**config.mk**
```make
export PLATFORM = sky130hd
export DESIGN_NAME = instruction_prefetch_queue_flat
export DESIGN_NICKNAME = d
export VERILOG_FILES = /design/src/rtl/instruction_prefetch_queue_if.sv /design/src/rtl/instruction_prefetch_queue.sv /design/src/flat_wrapper.sv
export SDC_FILE = /design/constraint.sdc
export NUM_CORES = 1
export LEC_CHECK = 0
export ABC_AREA = 1
export CAP_MARGIN = 20
export CORE_MARGIN = 8
export CORE_UTILIZATION = 55
export DETAILED_ROUTE_END_ITERATION = 8
export PLACE_DENSITY = 0.74
export SLEW_MARGIN = 20
export SYNTH_ARGS = -nofsm -noshare
export SYNTH_HDL_FRONTEND = slang
export SYNTH_SLANG_ARGS = --single-unit
export TNS_END_PERCENT = 100
```
**constraint.sdc**
```tcl
create_clock -name clk -period 8.47 [get_ports clk]
set_input_delay 1.694 -clock clk [delete_from_list [all_inputs] [get_ports clk]]
set_output_delay 1.694 -clock clk [all_outputs]
set_load 0.01 [all_outputs]
```
**src/rtl/instruction_prefetch_queue_if.sv**
```systemverilog
// AXI-Lite read channel between prefetch queue and instruction memory.
// master: drives AR and rready; slave: drives arready and R.
interface instruction_prefetch_queue_if;
  logic [63:0] araddr;
  logic        arvalid;
  logic        arready;
  logic [31:0] rdata;
  logic        rvalid;
  logic        rready;

  modport master (
    output araddr, arvalid, rready,
    input  arready, rdata, rvalid
  );

  modport slave (
    input  araddr, arvalid, rready,
    output arready, rdata, rvalid
  );
endinterface

```
**src/rtl/instruction_prefetch_queue.sv**
```systemverilog
// Decoupled fetch front end: sequential AXI-Lite reads into a {pc,insn} FIFO.
// Ports: clk, rst (async low), redirect_*, bus (AR/R master), out_* to decode, stall_in.
module instruction_prefetch_queue #(
  parameter logic [63:0] RESET_PC        = 64'h0,
  parameter int          DEPTH           = 4,
  parameter int          MAX_OUTSTANDING = 2
) (
  input  logic        clk,
  input  logic        rst,
  input  logic        redirect_valid,
  input  logic [63:0] redirect_pc,
  instruction_prefetch_queue_if.master bus,
  output logic        out_valid,
  output logic [31:0] out_instruction,
  output logic [63:0] out_pc,
  input  logic        stall_in
);

  localparam int AW = $clog2(DEPTH);
  localparam int PW = AW + 1;
  localparam int CW = $clog2(MAX_OUTSTANDING + 1);

  logic [63:0]   r_fetch_pc;
  logic [63:0]   r_araddr;
  logic          r_arvalid;
  logic [PW-1:0] r_wptr;
  logic [PW-1:0] r_rptr;
  logic [AW-1:0] r_tag_wptr;
  logic [AW-1:0] r_tag_rptr;
  logic [CW-1:0] r_out;
  logic [CW-1:0] r_drop;
  logic          r_stale;

  logic [63:0]   r_pc_mem  [DEPTH];
  logic [31:0]   r_ins_mem [DEPTH];
  logic [63:0]   r_tag_mem [DEPTH];

  logic          w_ar_hs;
  logic          w_r_hs;
  logic          w_empty;
  logic          w_push;
  logic          w_pop;
  logic          w_hold;
  logic          w_credit;
  logic          w_raise;
  logic          w_stale_nxt;
  logic [PW-1:0] w_occ;
  logic [PW-1:0] w_occ_nxt;
  logic [CW-1:0] w_out_nxt;
  logic [CW-1:0] w_drop_nxt;
  logic [63:0]   w_base_pc;
  logic [63:0]   w_tag;

  assign w_ar_hs = r_arvalid & bus.arready;
  assign w_r_hs  = bus.rvalid & bus.rready;
  assign w_empty = (r_wptr == r_rptr);
  assign w_occ   = r_wptr - r_rptr;
  assign w_tag   = r_tag_mem[r_tag_rptr];

  // Stale words are those counted in r_drop; redirect cycle pushes nothing.
  assign w_push = w_r_hs & (r_drop == '0) & ~redirect_valid;
  assign w_pop  = out_valid & ~stall_in;

  assign w_out_nxt = r_out + CW'(w_ar_hs) - CW'(w_r_hs);
  assign w_occ_nxt = redirect_valid ? '0
                   : w_occ + PW'(w_push) - PW'(w_pop);

  // Credits judged on next-cycle state so a registered AR is always safe.
  assign w_credit =
    (32'(w_occ_nxt) + 32'(w_out_nxt) < DEPTH) &&
    (32'(w_out_nxt) < MAX_OUTSTANDING);

  assign w_hold  = r_arvalid & ~bus.arready;
  assign w_raise = ~w_hold & w_credit;

  assign w_base_pc = redirect_valid ? (redirect_pc & ~64'h3)
                                    : r_fetch_pc;

  // A held AR issued before a redirect is stale; it joins drop on accept.
  always_comb begin
    w_drop_nxt  = r_drop;
    w_stale_nxt = r_stale;
    if (redirect_valid) begin
      w_drop_nxt  = w_out_nxt;
      w_stale_nxt = w_hold;
    end else begin
      if (w_r_hs && (r_drop != '0))
        w_drop_nxt = w_drop_nxt - CW'(1);
      if (w_ar_hs && r_stale)
        w_drop_nxt = w_drop_nxt + CW'(1);
      if (w_ar_hs)
        w_stale_nxt = 1'b0;
    end
  end

  always_ff @(posedge clk or negedge rst) begin
    if (!rst) begin
      r_fetch_pc <= RESET_PC;
      r_araddr   <= RESET_PC;
      r_arvalid  <= 1'b0;
      r_wptr     <= '0;
      r_rptr     <= '0;
      r_tag_wptr <= '0;
      r_tag_rptr <= '0;
      r_out      <= '0;
      r_drop     <= '0;
      r_stale    <= 1'b0;
    end else begin
      r_out   <= w_out_nxt;
      r_drop  <= w_drop_nxt;
      r_stale <= w_stale_nxt;

      if (w_raise) begin
        r_arvalid  <= 1'b1;
        r_araddr   <= w_base_pc;
        r_fetch_pc <= w_base_pc + 64'd4;
      end else begin
        if (!w_hold)
          r_arvalid <= 1'b0;
        r_fetch_pc <= w_base_pc;
      end

      if (w_ar_hs)
        r_tag_wptr <= r_tag_wptr + AW'(1);
      if (w_r_hs)
        r_tag_rptr <= r_tag_rptr + AW'(1);

      if (redirect_valid) begin
        r_wptr <= '0;
        r_rptr <= '0;
      end else begin
        if (w_push)
          r_wptr <= r_wptr + PW'(1);
        if (w_pop)
          r_rptr <= r_rptr + PW'(1);
      end
    end
  end

  always_ff @(posedge clk) begin
    if (w_ar_hs)
      r_tag_mem[r_tag_wptr] <= r_araddr;
    if (w_push) begin
      r_pc_mem[r_wptr[AW-1:0]]  <= w_tag;
      r_ins_mem[r_wptr[AW-1:0]] <= bus.rdata;
    end
  end

  assign bus.arvalid = r_arvalid;
  assign bus.araddr  = r_araddr;
  assign bus.rready  = 1'b1;

  assign out_valid = ~w_empty & ~redirect_valid;
  assign out_pc    = w_empty ? '0
                   : r_pc_mem[r_rptr[AW-1:0]];
  assign out_instruction = w_empty ? '0
                         : r_ins_mem[r_rptr[AW-1:0]];

endmodule

```
**src/flat_wrapper.sv**
```systemverilog
// flat-port wrapper written by rule: the top's interface ports become plain ports
module instruction_prefetch_queue_flat 
#(
  parameter logic [63:0] RESET_PC        = 64'h0,
  parameter int          DEPTH           = 4,
  parameter int          MAX_OUTSTANDING = 2
)
  (clk, rst, redirect_valid, redirect_pc, out_valid, out_instruction, out_pc, stall_in, bus_araddr, bus_arvalid, bus_rready, bus_arready, bus_rdata, bus_rvalid);
  instruction_prefetch_queue_if bus_i ();
  input  logic clk;
  input  logic rst;
  input  logic redirect_valid;
  input  logic [63:0] redirect_pc;
  output logic out_valid;
  output logic [31:0] out_instruction;
  output logic [63:0] out_pc;
  input  logic stall_in;
  output wire logic [$bits(bus_i.araddr)-1:0] bus_araddr;
  output wire logic [$bits(bus_i.arvalid)-1:0] bus_arvalid;
  output wire logic [$bits(bus_i.rready)-1:0] bus_rready;
  input wire logic [$bits(bus_i.arready)-1:0] bus_arready;
  input wire logic [$bits(bus_i.rdata)-1:0] bus_rdata;
  input wire logic [$bits(bus_i.rvalid)-1:0] bus_rvalid;
  assign bus_araddr = bus_i.araddr;
  assign bus_arvalid = bus_i.arvalid;
  assign bus_rready = bus_i.rready;
  assign bus_i.arready = bus_arready;
  assign bus_i.rdata = bus_rdata;
  assign bus_i.rvalid = bus_rvalid;
  instruction_prefetch_queue #(.RESET_PC(RESET_PC), .DEPTH(DEPTH), .MAX_OUTSTANDING(MAX_OUTSTANDING)) u_core (.clk(clk), .rst(rst), .redirect_valid(redirect_valid), .redirect_pc(redirect_pc), .bus(bus_i), .out_valid(out_valid), .out_instruction(out_instruction), .out_pc(out_pc), .stall_in(stall_in));
endmodule
```
# Yosys cells after proc, flatten, opt, wreduce, memory -nomap -nowiden
# Memory sizes are Yosys's and may differ from the RTL's.
# Cells that the tools add are included.
[word_totals]
elab_cells = 71
mem_count = 3
output_inout_bits = 163
ram_bits = 640
input_bits = 102
register_bits = 144
[memory_table]
columns = ["memory", "depth", "width", "read_ports", "rd_ports_with_merged_regs", "wr", "line", "text"]
rows = [
  ["u_core.r_pc_mem", 4, 64, 1, 0, 1, "instruction_prefetch_queue.sv:34", "logic [63:0] r_pc_mem [DEPTH];"],
  ["u_core.r_tag_mem", 4, 64, 1, 0, 1, "instruction_prefetch_queue.sv:36", "logic [63:0] r_tag_mem [DEPTH];"],
  ["u_core.r_ins_mem", 4, 32, 1, 0, 1, "instruction_prefetch_queue.sv:35", "logic [31:0] r_ins_mem [DEPTH];"],
]
[op_classes]
n_addsub = 13
reduce_logical = 8
n_eq_ne = 2
muxes = 21
order_cmp = 2
bitwise = 12
[ops]
columns = ["op", "n"]
rows = [
  ["two-way mux 64 bit", 3],
  ["adder 64 x 3 -> 64 bit, second input constant", 1],
  ["less-than comparator 32 x 3 -> 1 bit, second input constant", 1],
  ["two-way mux 32 bit", 1],
  ["two-way mux 3 bit", 5],
  ["two-way mux 1 bit", 8],
  ["two-way mux 2 bit", 4],
  ["nonzero test 2 bit", 4],
  ["bitwise AND 1 bit", 7],
  ["adder 2 x 1 -> 2 bit, second input constant", 3],
  ["adder 3 x 1 -> 3 bit, second input constant", 2],
  ["inverter 1 bit", 5],
  ["adder 3 x 2 -> 4 bit", 1],
  ["adder 3 x 1 -> 3 bit", 1],
  ["== test 3 bit", 1],
  ["logical AND 1 bit", 3],
  ["subtractor 3 x 1 -> 3 bit", 1],
  ["subtractor 3 bit", 1],
  ["adder 2 x 1 -> 2 bit", 1],
  ["logical NOT 2 bit", 1],
  ["less-than comparator 2 bit, second input constant", 1],
  ["inequality test 2 bit, second input constant", 1],
  ["subtractor 2 x 1 -> 2 bit", 1],
  ["subtractor 2 x 1 -> 2 bit, second input constant", 1],
]

# Depth between registers and ports, before layout
# Gate-level depths: netlist of run 1.
[logic_depth]
depth_word = 11
ltp_mapped = 26

# Worst setup path before layout of run 1
# No wires, ideal clock.
[synth_path]
path_kind = "in2reg"
startpoint = "input port redirect_valid"
endpoint = "memory u_core.r_ins_mem[0][0] (enable)"
setup_slack_ps = 1272
arrival_ps = 6647
setup_time_ps = 551
cell_stages = 7
n_path_buf = 4
path_cell_list = "buf_6 -> buf_4 -> buf_2 -> buf_1 -> nor2_1 -> inv_1 -> nor2_1"
[synth_via]
elab_chain_len = 4
[synth_lines]
columns = ["item", "line", "text"]
rows = [
  ["start: declaration", "flat_wrapper.sv:12", "input logic redirect_valid;"],
  ["inverter 1 bit", "instruction_prefetch_queue.sv:61", "assign w_push = w_r_hs & (r_drop == '0) & ~redirect_valid;"],
  ["bitwise AND 1 bit", "instruction_prefetch_queue.sv:61", ""],
  ["two-way mux 1 bit", "instruction_prefetch_queue.sv:143", "if (w_push) begin"],
  ["two-way mux 1 bit (not written as such)", "instruction_prefetch_queue.sv:145", "r_ins_mem[r_wptr[AW-1:0]] <= bus.rdata;"],
  ["end: declaration", "instruction_prefetch_queue.sv:35", ""],
]
# Every way passes these cells.

# Worst setup path after layout of run 1
[layout_path]
startpoint = "register u_core.r_rptr[0]"
endpoint = "register u_core.r_fetch_pc[39]"
[layout_via]
elab_chain_len = 11
[layout_lines]
columns = ["item", "line", "text"]
rows = [
  ["start: declaration", "instruction_prefetch_queue.sv:27", "logic [PW-1:0] r_rptr;"],
  ["start signal: assignment", "instruction_prefetch_queue.sv:135", "r_rptr <= r_rptr + PW'(1);"],
  ["parallel branches: the longest is 4 deep, another holds subtractor 3 bit", "-", ""],
  ["subtractor 3 x 1 -> 3 bit (*)", "instruction_prefetch_queue.sv:66", ": w_occ + PW'(w_push) - PW'(w_pop);"],
  ["two-way mux 3 bit (*)", "instruction_prefetch_queue.sv:65", "assign w_occ_nxt = redirect_valid ? '0"],
  ["adder 3 x 2 -> 4 bit (*)", "instruction_prefetch_queue.sv:70", "(32'(w_occ_nxt) + 32'(w_out_nxt) < DEPTH) &&"],
  ["less-than comparator 32 x 3 -> 1 bit (*)", "instruction_prefetch_queue.sv:70", ""],
  ["logical AND 1 bit (*)", "instruction_prefetch_queue.sv:70", ""],
  ["bitwise AND 1 bit (*)", "instruction_prefetch_queue.sv:74", "assign w_raise = ~w_hold & w_credit;"],
  ["two-way mux 64 bit (*)", "instruction_prefetch_queue.sv:113", "if (w_raise) begin"],
  ["end signal: assignment", "instruction_prefetch_queue.sv:116", "r_fetch_pc <= w_base_pc + 64'd4;"],
  ["end signal: assignment", "instruction_prefetch_queue.sv:120", "r_fetch_pc <= w_base_pc;"],
  ["end: declaration", "instruction_prefetch_queue.sv:23", "logic [63:0] r_fetch_pc;"],
]
# Mark *: on every way between the ends.
# A chain may end at the register's enable or synchronous reset.

==> results of run 1 <==
==> cell type report <==
type                       count  area [um2]  share of cell area [%]
timing repair buffer         287        2810                    7.17
clock buffer                 101        2130                    5.45
tap                          782         978                    2.50
sequential                   784       22800                    58.3
multi-input combinational   1865        8810                    22.5
inverter                     306        1150                    2.95
clock inverter                43         437                    1.12
==> synth_stat cells (16+ instances only) <==
cell type,n,share of area [%]
dfrtp_1,144,11
nand2_2,31,0.58
clkbuf_1,118,1.3
o22ai_1,161,3.0
nor2_1,464,5.2
edfxtp_1,640,58
o21ai_0,402,6.0
xor2_1,29,0.76
ha_1,16,0.60
inv_1,300,3.4
nand2_1,599,6.7
nand4_1,24,0.45
nand3_1,51,0.76
nor2_2,29,0.54
==> sequential cells by signal (all words and copies together) (netlist names) <==
| register | cells |
|---|---|
| u_core.r_tag_rptr | 2 |
| u_core.bus.arvalid | 1 |
| u_core.r_rptr | 3 |
| u_core.bus.araddr | 64 |
| u_core.r_tag_wptr | 2 |
| u_core.r_out | 2 |
| u_core.r_ins_mem | 128 |
| u_core.r_tag_mem | 256 |
| u_core.r_pc_mem | 256 |
| u_core.r_stale | 1 |
| u_core.r_fetch_pc | 64 |
| u_core.r_drop | 2 |
| u_core.r_wptr | 3 |
==> logic make-up (layout without fill, tap and decap cells) <==
kind of cell               count (synthesis)  count (layout)  share of synthesized area [%]
other                                      1               1                         0.0112
AOI/OAI and AO/OA                        588             588                           9.49
xor gates and xnor gates                  33              33                          0.865
DFF                                      784             784                           68.3
adders and majority gates                 18              18                          0.719
and+or+nand+nor                         1225            1225                           15.1
buffers and inverters                    459             737                           5.54
==> power by group through the flow <==
stage | Clock (mW) | Combinational [mW] | Sequential [mW]
2_1_floorplan | 0 | 2.29 | 5.66
3_3_place_gp | 0 | 3.92 | 5.78
3_5_place_dp | 0 | 4.06 | 5.82
4_1_cts | 3.49 | 4.09 | 5.75
5_1_grt | 3.65 | 4.46 | 5.82
6_report | 3.45 | 4.07 | 5.76
==> placed cells by master (no fill, tap or decap), types with 2 or more instances in the layout <==
cell type | synthesis | routed
nand3_4 | 1 | 2
clkinv_2 | 0 | 12
clkdlybuf4s50_1 | 0 | 259
clkinvlp_4 | 0 | 4
clkbuf_8 | 0 | 3
nor2_4 | 13 | 21
nand2_1 | 599 | 598
nor3_1 | 7 | 7
inv_2 | 5 | 6
nand3_1 | 51 | 51
or2_2 | 2 | 2
a21oi_1 | 3 | 3
nand2_4 | 1 | 2
o21ai_0 | 402 | 402
inv_4 | 1 | 2
clkbuf_16 | 0 | 81
clkbuf_1 | 118 | 17
buf_4 | 9 | 27
fa_1 | 2 | 2
ha_1 | 16 | 16
xor2_1 | 29 | 29
clkinv_8 | 0 | 2
edfxtp_1 | 640 | 640
xnor2_1 | 4 | 4
dfrtp_1 | 144 | 141
o21ai_2 | 7 | 7
bufinv_16 | 0 | 8
o22ai_1 | 161 | 161
inv_1 | 300 | 297
dfrtp_4 | 0 | 2
nor2_1 | 464 | 456
nand4_1 | 24 | 24
nand2_2 | 31 | 31
o21ai_1 | 14 | 14
clkinv_1 | 0 | 15
nor2_2 | 29 | 29
==> worst max path at each step <==
| stage | start | to | slack (ns) | depth (start not counted) |
|---|---|---|---|---|
| 2_1_floorplan | redirect_valid | u_core.r_ins_mem[0][0] | 1.27 | 7 |
| 3_3_place_gp | redirect_valid | u_core.r_fetch_pc[39] | 1.90 | 22 |
| 3_5_place_dp | redirect_valid | u_core.r_fetch_pc[39] | 1.80 | 22 |
| 4_1_cts | u_core.r_rptr[0] | u_core.r_fetch_pc[39] | 2.10 | 24 |
| 5_1_grt | u_core.r_rptr[0] | u_core.r_fetch_pc[39] | 1.64 | 24 |
| 6_report | u_core.r_rptr[0] | u_core.r_fetch_pc[39] | 2.19 | 24 |
==> worst reg2reg max path: stages, from the launching register on <==
cell,delay [ns]
dfrtp_4,1.02
inv_4,0.45
o21ai_0,0.27
nor2_1,0.09
nand2_4,0.37
nand2_1,0.13
nor2_1,0.20
inv_1,0.12
fa_1,0.39
inv_1,0.08
fa_1,0.41
inv_1,0.08
ha_1,0.23
inv_1,0.06
nor2_1,0.04
ha_1,0.28
nand4_1,0.09
nand2_1,0.08
nor2_2,0.20
nand2_1,0.13
nor2_4,0.68
nand2_2,0.35
nor2_2,0.24
xor2_1,0.16
inv_1,0.05
==> metal layers <==
metal	routed length (um)	up-vias
met5	11	-
met4	1920	2
met3	6620	108
met2	41300	897
met1	36200	11400
li1	-	11000
==> per-stage QoR <==
step	std cells	worst slack [ns]	area [um2]	util [%]	power, mW
5_1_grt	4168	1.64	39100	65.0	13.9
2_1_floorplan	3108	1.27	33400	-	7.96
4_1_cts	4168	2.10	39100	65.0	13.3
3_5_place_dp	4024	1.80	36600	60.7	9.89
3_3_place_gp	4024	1.90	36600	60.7	9.69
6_report	4168	2.19	39100	65.0	13.3
==> impl_metrics.tcl, run 1 <==
set metrics [dict create \
    grt_pass1_wl_um 132000 \
    p_leak_nw 15.2 \
    p_per_area_mw_per_mm2 339 \
    hp-class "reg2reg" \
    hp-start "u_core.r_fetch_pc[0]" \
    clk_latency_ns 0.61 \
    grt.busiest_layer "met2" \
    die_area_mm2 0.0689 \
    yosysSeqAreaShare_pct 68.3 \
    grt_use_met1_pct 33.2 \
    relSlewSlack_pct 24.0 \
    portBuffers 261 \
    drv_cap 0 \
    crit_type "reg2reg" \
    io_pins 265 \
    cts_tree "built" \
    regToRegStartpoint "u_core.r_rptr[0]" \
    required_ns 8.97 \
    reg2reg_depth 24 \
    core_mm2 0.0602 \
    initial_core_util_pct 55.5 \
    htree_levels 3 \
    p_sw_mw 4.61 \
    r2r_end "u_core.r_fetch_pc[39]" \
    p_comb_share_pct 30.7 \
    clockRootBuffer "clkbuf_16" \
    numCtsBuffers 80 \
    post-dp-hpwl_um 54200 \
    hold_buffers 0 \
    pwr-share-clk_pct 26.0 \
    fill_cells 4447 \
    grt_pass1_vias 22900 \
    reg2reg_slack_ns 2.19 \
    slew_viol_final 0 \
    synth-edff-count 640 \
    fin_nets 3444 \
    grt_overflow 0 \
    setup_viol 0 \
    ant_nets 0 \
    cpMostUsedCell "inv_1" \
    drc 0 \
    cp-end-kind "flop" \
    final-hold-violation-count 0 \
    hold_slack_ns 0.490 \
    area_growth_pct 17.2 \
    ys.flop_type "edfxtp_1" \
    timing.final.crit_share_pct 74.2 \
    grt_max_degree 103 \
    grtUsageTotal_pct 24.3 \
    drtIter0Drc 2314 \
    crit_family "simple AND/OR/NAND/NOR gates" \
    worst-path-max-fanout 94 \
    timing_worst_slew_pin_value_ns 1.14 \
    cp-start-kind "flop" \
    die_y_um 262 \
    period_needed_ns 6.28 \
    synth_warnings 0 \
    synth_cell_types 34 \
    diodes 0 \
    synth_area_per_cell_um2 10.7 \
    cts_buffer_depth 3 \
    drive_above_1_share_pct 7.32 \
    first_pass_iters 5 \
    slowest_stage "dfrtp_4" \
    drt-total-wl_um 86000 \
    cts_resized 0 \
    synthCells 3108 \
    skew_ns 0.0243 \
    internal_power_mw 8.68 \
    postCtsSetupRepairBufs 0 \
    clk_pin_slew_worst_paths_ns 0.06 \
    antenna_found_initial 1 \
    seqPwrFrac_pct 43.4 \
    met2_usage_pct 39.6 \
    cts_num_sinks 784 \
    cp_data_arrival_time_ns 6.79 \
    path_buf_inv 6 \
    vias 23400 \
    finalWeightedCongestion 0.947 \
    grt_use_met3_pct 4.64 \
    max_freq_mhz 159 \
    async_flop_share_pct 18.4 \
    synthesis.area_mm2 0.0334 \
    sw_frac_of_total_pct 34.7 \
    wl_per_cell_um 20.6 \
    tns_ns 0 \
    die_width_um 262 \
    hold_depth 2 \
    rows 90 \
    ir_drop_uv 247 \
    hold_end "u_core.r_fetch_pc[0]" \
    status "finished, final reports clean" \
    cpPeakStageDelay_ns 1.02 \
    syn-num-nets 3228 \
    crit_path_cell_trace "inv_4, o21ai_0, nor2_1, nand2_4, nand2_1, nor2_1, inv_1, fa_1, inv_1, fa_1, inv_1, ha_1, inv_1, nor2_1, ha_1, nand4_1, nand2_1, nor2_2, nand2_1, nor2_4, nand2_2, nor2_2, xor2_1, inv_1" \
    rsz0062_at_grt "no" \
    avgViaCountPerCell 5.61 \
    ys_ff_latch 784 \
]
Note: power is estimated with default switching activity, not from simulation.
==> run 2, diff against run 1 <==
- clock period: 8.47 -> 5.83 ns (I/O delays scaled with it)
==> run 2 against run 1 <==
  * Final area rose by 0.45%
  * Via count grew 0.80%
  * Largest power group unchanged
  * Global-route usage hardly changed
  * Sequential power increased by 45%
  * Count of clock-buffer cells in the layout is 5 lower
  * First-iteration DRC count decreased by 11%
  * Cell count up 0.26%
==> impl_metrics.tcl, run 2 (synthesis results as in run 1) <==
set metrics [dict create \
    finalWeightedCongestion 0.935 \
    fin_area_mm2 0.0393 \
    timing.final.crit_share_pct 91.3 \
    initial_core_util_pct 55.5 \
    portBuffers 261 \
    setup_viol 0 \
    met2_usage_pct 40.0 \
    cp-start-kind "flop" \
    required_ns 4.66 \
    core_mm2 0.0602 \
    rsz0062_at_grt "no" \
    avgViaCountPerCell 5.64 \
    vias 23600 \
    dpl_cell_area_mm2 0.0367 \
    crit_type "reg2out" \
    place_inst 4033 \
    drtIter0Drc 2054 \
    slowest_stage "dfrtp_4" \
    total_power_mw 19.4 \
    numCtsBuffers 78 \
    p_leak_nw 15.3 \
    cts_buffer_depth 3 \
    cp_data_arrival_time_ns 4.16 \
    layout_common_cells "edfxtp_1, nand2_1, nor2_1" \
    p_per_area_mw_per_mm2 493 \
    die_y_um 262 \
    clockRootBuffer "clkbuf_16" \
    postCtsSetupRepairBufs 0 \
    utilization_pct 65.3 \
    drv_cap 0 \
    drive_above_1_share_pct 7.80 \
    ant_nets 0 \
    first_pass_iters 6 \
    fill_cells 4519 \
    ir_drop_uv 448 \
    drt-total-wl_um 86000 \
    htree_levels 3 \
    grt_use_met3_pct 3.50 \
    grt_use_met1_pct 33.3 \
    worst-path-max-fanout 84 \
    die_area_mm2 0.0689 \
    status "finished, final reports clean" \
    cp-end-kind "primary output" \
    io_pins 265 \
    grt_pass1_wl_um 131000 \
    die_width_um 262 \
    cts_tree "built" \
    period_needed_ns 5.32 \
    clk_latency_ns 0.62 \
    relSlewSlack_pct 29.1 \
    cpMostUsedCell "buf_4" \
    hp-class "in2async" \
    slew_viol_final 0 \
    path_buf_inv 4 \
    grt_overflow 0 \
    area_growth_pct 17.7 \
    cts_resized 0 \
    hold_buffers 0 \
    wl_per_cell_um 20.6 \
    grt_pass1_vias 22900 \
    rows 90 \
    tns_ns 0 \
    timing_worst_slew_pin_value_ns 1.06 \
    crit_family "buffers and inverters" \
    antenna_found_initial 0 \
    drc 0 \
    grt_max_degree 112 \
    post-dp-hpwl_um 54400 \
    crit_path_cell_trace "buf_4, buf_4, o21ai_0, o22ai_1, nand2_1, inv_1, clkdlybuf4s50_1" \
    fin_nets 3452 \
    clk_pin_slew_worst_paths_ns 0.07 \
    cpPeakStageDelay_ns 0.74 \
    final_common_cell "edfxtp_1" \
    grt.busiest_layer "met2" \
    cts_num_sinks 784 \
    final-hold-violation-count 0 \
    stdcell_count 4179 \
    skew_ns 0.0231 \
    grtUsageTotal_pct 24.2 \
    max_freq_mhz 188 \
]
==> run 2: cell types whose count changed in the layout (fill, tap and decap cells not counted), sizes merged <==
cell      before  now
buf           28   38
clkinv        30   36
bufinv         8    9
clkbuf       101   96
inv          306  308
diode          0    1
clkinvlp       5    1
==> run 2: per-stage QoR <==
stage	hold slack, ns	setup slack (ns)
2_1_floorplan	0.459	-0.840
3_3_place_gp	0.471	0.625
3_5_place_dp	0.487	0.598
4_1_cts	0.496	0.334
5_1_grt	0.418	0.270
6_report	0.419	0.506
==> run 2: final cells by class <==
| type | instances | area (um2) | share of cell area, % |
|---|---|---|---|
| antenna | 1 | 2.50 | 0.00636 |
| clock buffer | 96 | 2100 | 5.35 |
| clock inverter | 48 | 503 | 1.28 |
| inverter | 306 | 1150 | 2.94 |
| multi-input combinational | 1865 | 8810 | 22.4 |
| sequential | 784 | 22800 | 58.1 |
| tap | 782 | 978 | 2.49 |
| timing repair buffer | 297 | 2940 | 7.48 |
==> run 2: power breakdown <==
part	switching [mW]	internal [mW]	leakage (nW)	total (mW)
clock	2.09	2.99	1.29	5.08
sequential	0.696	7.64	7.54	8.34
combinational	3.92	2.05	6.50	5.97
total	6.71	12.7	15.3	19.4
==> run 2: worst paths after layout <==
path                                 startpoint                    end  slack (ns)  depth (start not counted)
min reg2reg                u_core.r_fetch_pc[1]   u_core.r_fetch_pc[1]        0.50                          2
max                            u_core.r_rptr[0]             out_pc[25]        0.51                          7
min in group clk           u_core.r_fetch_pc[1]   u_core.r_fetch_pc[1]        0.50                          2
min                                         rst  u_core.bus.araddr[26]        0.42                          1
max in group asynchronous                   rst  u_core.bus.araddr[40]        4.08                          3
max reg2reg                    u_core.r_rptr[1]  u_core.r_fetch_pc[39]        1.03                         25
==> run 2: per-layer routing <==
metal	up-vias	routed length [um]
met2	932	41400
met1	11600	36000
met5	-	0
li1	11000	-
met4	0	2140
met3	111	6370
==> run 3, diff against run 2 <==
- CTS_CLUSTER_SIZE: unset -> 24
- MAX_ROUTING_LAYER: unset -> met4
==> run 3 against run 2 <==
  * Critical path depth is 1 higher
  * Sequential share of layout area is 0.15 points higher
  * Largest cell class unchanged
  * Register-to-register slack worse by 0.06 ns
  * Critical endpoint is now out_pc[54]
  * Die area stayed put
  * Highest routed layer unchanged
==> impl_metrics.tcl, run 3 (synthesis results as in run 1) <==
set metrics [dict create \
    hold_slack_ns 0.488 \
    max_freq_mhz 188 \
    fill_cells 4458 \
    timing_worst_slew_pin_value_ns 1.13 \
    cp-end-kind "primary output" \
    post-dp-hpwl_um 55100 \
    path_buf_inv 5 \
    rsz0062_at_grt "no" \
    cts_resized 0 \
    slowest_stage "buf_4" \
    core_mm2 0.0602 \
    grt_overflow 0 \
    final-hold-violation-count 0 \
    avgViaCountPerCell 5.59 \
    setup_viol 0 \
    grtUsageTotal_pct 25.0 \
    final_common_cell "edfxtp_1" \
    hp-class "reg2reg" \
    grt_pass1_vias 22900 \
    status "finished, final reports clean" \
    die_area_mm2 0.0689 \
    clockRootBuffer "clkbuf_16" \
    postCtsSetupRepairBufs 0 \
    cpPeakStageDelay_ns 0.77 \
    crit_path_cell_trace "inv_4, buf_6, buf_4, o21ai_0, o22ai_1, nand2_1, inv_1, clkdlybuf4s50_1" \
    wl_per_cell_um 20.6 \
    die_width_um 262 \
    p_per_area_mw_per_mm2 490 \
    io_pins 265 \
    required_ns 4.66 \
    drive_above_1_share_pct 7.85 \
    clk_pin_slew_worst_paths_ns 0.06 \
    crit_type "reg2out" \
    ir_drop_uv 321 \
    cp_data_arrival_time_ns 4.17 \
    cts_buffer_depth 3 \
    period_needed_ns 5.33 \
    slew_viol_final 0 \
    initial_core_util_pct 55.5 \
    drc 0 \
    vias 23400 \
    relSlewSlack_pct 24.9 \
    portBuffers 261 \
    first_pass_iters 6 \
    worst-path-max-fanout 115 \
    p_leak_nw 15.3 \
    cts_num_sinks 784 \
    rows 90 \
    cp-start-kind "flop" \
    timing.final.crit_share_pct 91.5 \
    numCtsBuffers 79 \
    drt-total-wl_um 86100 \
    grt_max_degree 116 \
    layout_common_cells "edfxtp_1, nand2_1, nor2_1" \
    skew_ns 0.0208 \
    drv_cap 0 \
    diodes 0 \
    total_power_mw 19.2 \
    crit_family "buffers and inverters" \
    antenna_found_initial 0 \
    finalWeightedCongestion 0.931 \
    fin_nets 3457 \
    htree_levels 3 \
    drtIter0Drc 2419 \
    ant_nets 0 \
    area_growth_pct 17.4 \
    reg2reg_slack_ns 0.97 \
    cts_tree "built" \
    clk_latency_ns 0.62 \
    grt_pass1_wl_um 132000 \
    die_y_um 262 \
    hold_buffers 0 \
]
==> run 3: final cells by class <==
cell class                 count  area [um2]  area share [%]
clock buffer                  98        2110            5.38
clock inverter                48         388           0.989
inverter                     306        1150            2.94
multi-input combinational   1865        8810            22.5
sequential                   784       22800            58.2
tap                          782         978            2.49
timing repair buffer         301        2950            7.53
==> run 3: tightest hold or removal path: stages (launching register included) <==
cell and delay (ns):
dfrtp_1 0.36, inv_1 0.05, nor2_1 0.04
==> run 3: per-layer routing <==
metal	wire (um)	share of wire, %	GRT usage (%)	up-vias
li1	-	-	-	11000
met1	37000	43	33.5	11500
met2	41600	48	39.8	832
met3	5390	6.3	3.31	113
met4	2190	2.5	8.00	0
met5	0	0	-	-
==> run 3: power breakdown <==
part | total, mW | switching, mW | leakage (nW) | internal (mW)
sequential | 8.32 | 0.685 | 7.54 | 7.64
clock | 4.87 | 2.13 | 1.22 | 2.74
combinational | 6.02 | 3.93 | 6.52 | 2.09
total | 19.2 | 6.74 | 15.3 | 12.5
==> run 3: worst paths after layout <==
check / startpoint / to / cells past startpoint
max: u_core.r_rptr[0] / out_pc[54] / 8
min: u_core.r_fetch_pc[1] / u_core.r_fetch_pc[1] / 2
max reg2reg: u_core.r_rptr[0] / u_core.r_fetch_pc[44] / 26
min reg2reg: u_core.r_fetch_pc[1] / u_core.r_fetch_pc[1] / 2
max in group asynchronous: rst / u_core.r_rptr[0] / 2
min in group asynchronous: rst / u_core.bus.araddr[27] / 1
==> run 3: metrics by stage <==
stage	setup WS, ns	TNS (ns)	area [um2]	instances	utilization [%]
2_1_floorplan	-0.840	-294.65	33400	3108	-
3_3_place_gp	0.736	0	36700	4038	61.0
3_5_place_dp	0.687	0	36700	4038	61.0
4_1_cts	0.258	0	39200	4184	65.1
5_1_grt	0.256	0	39200	4184	65.1
6_report	0.497	0	39200	4184	65.1
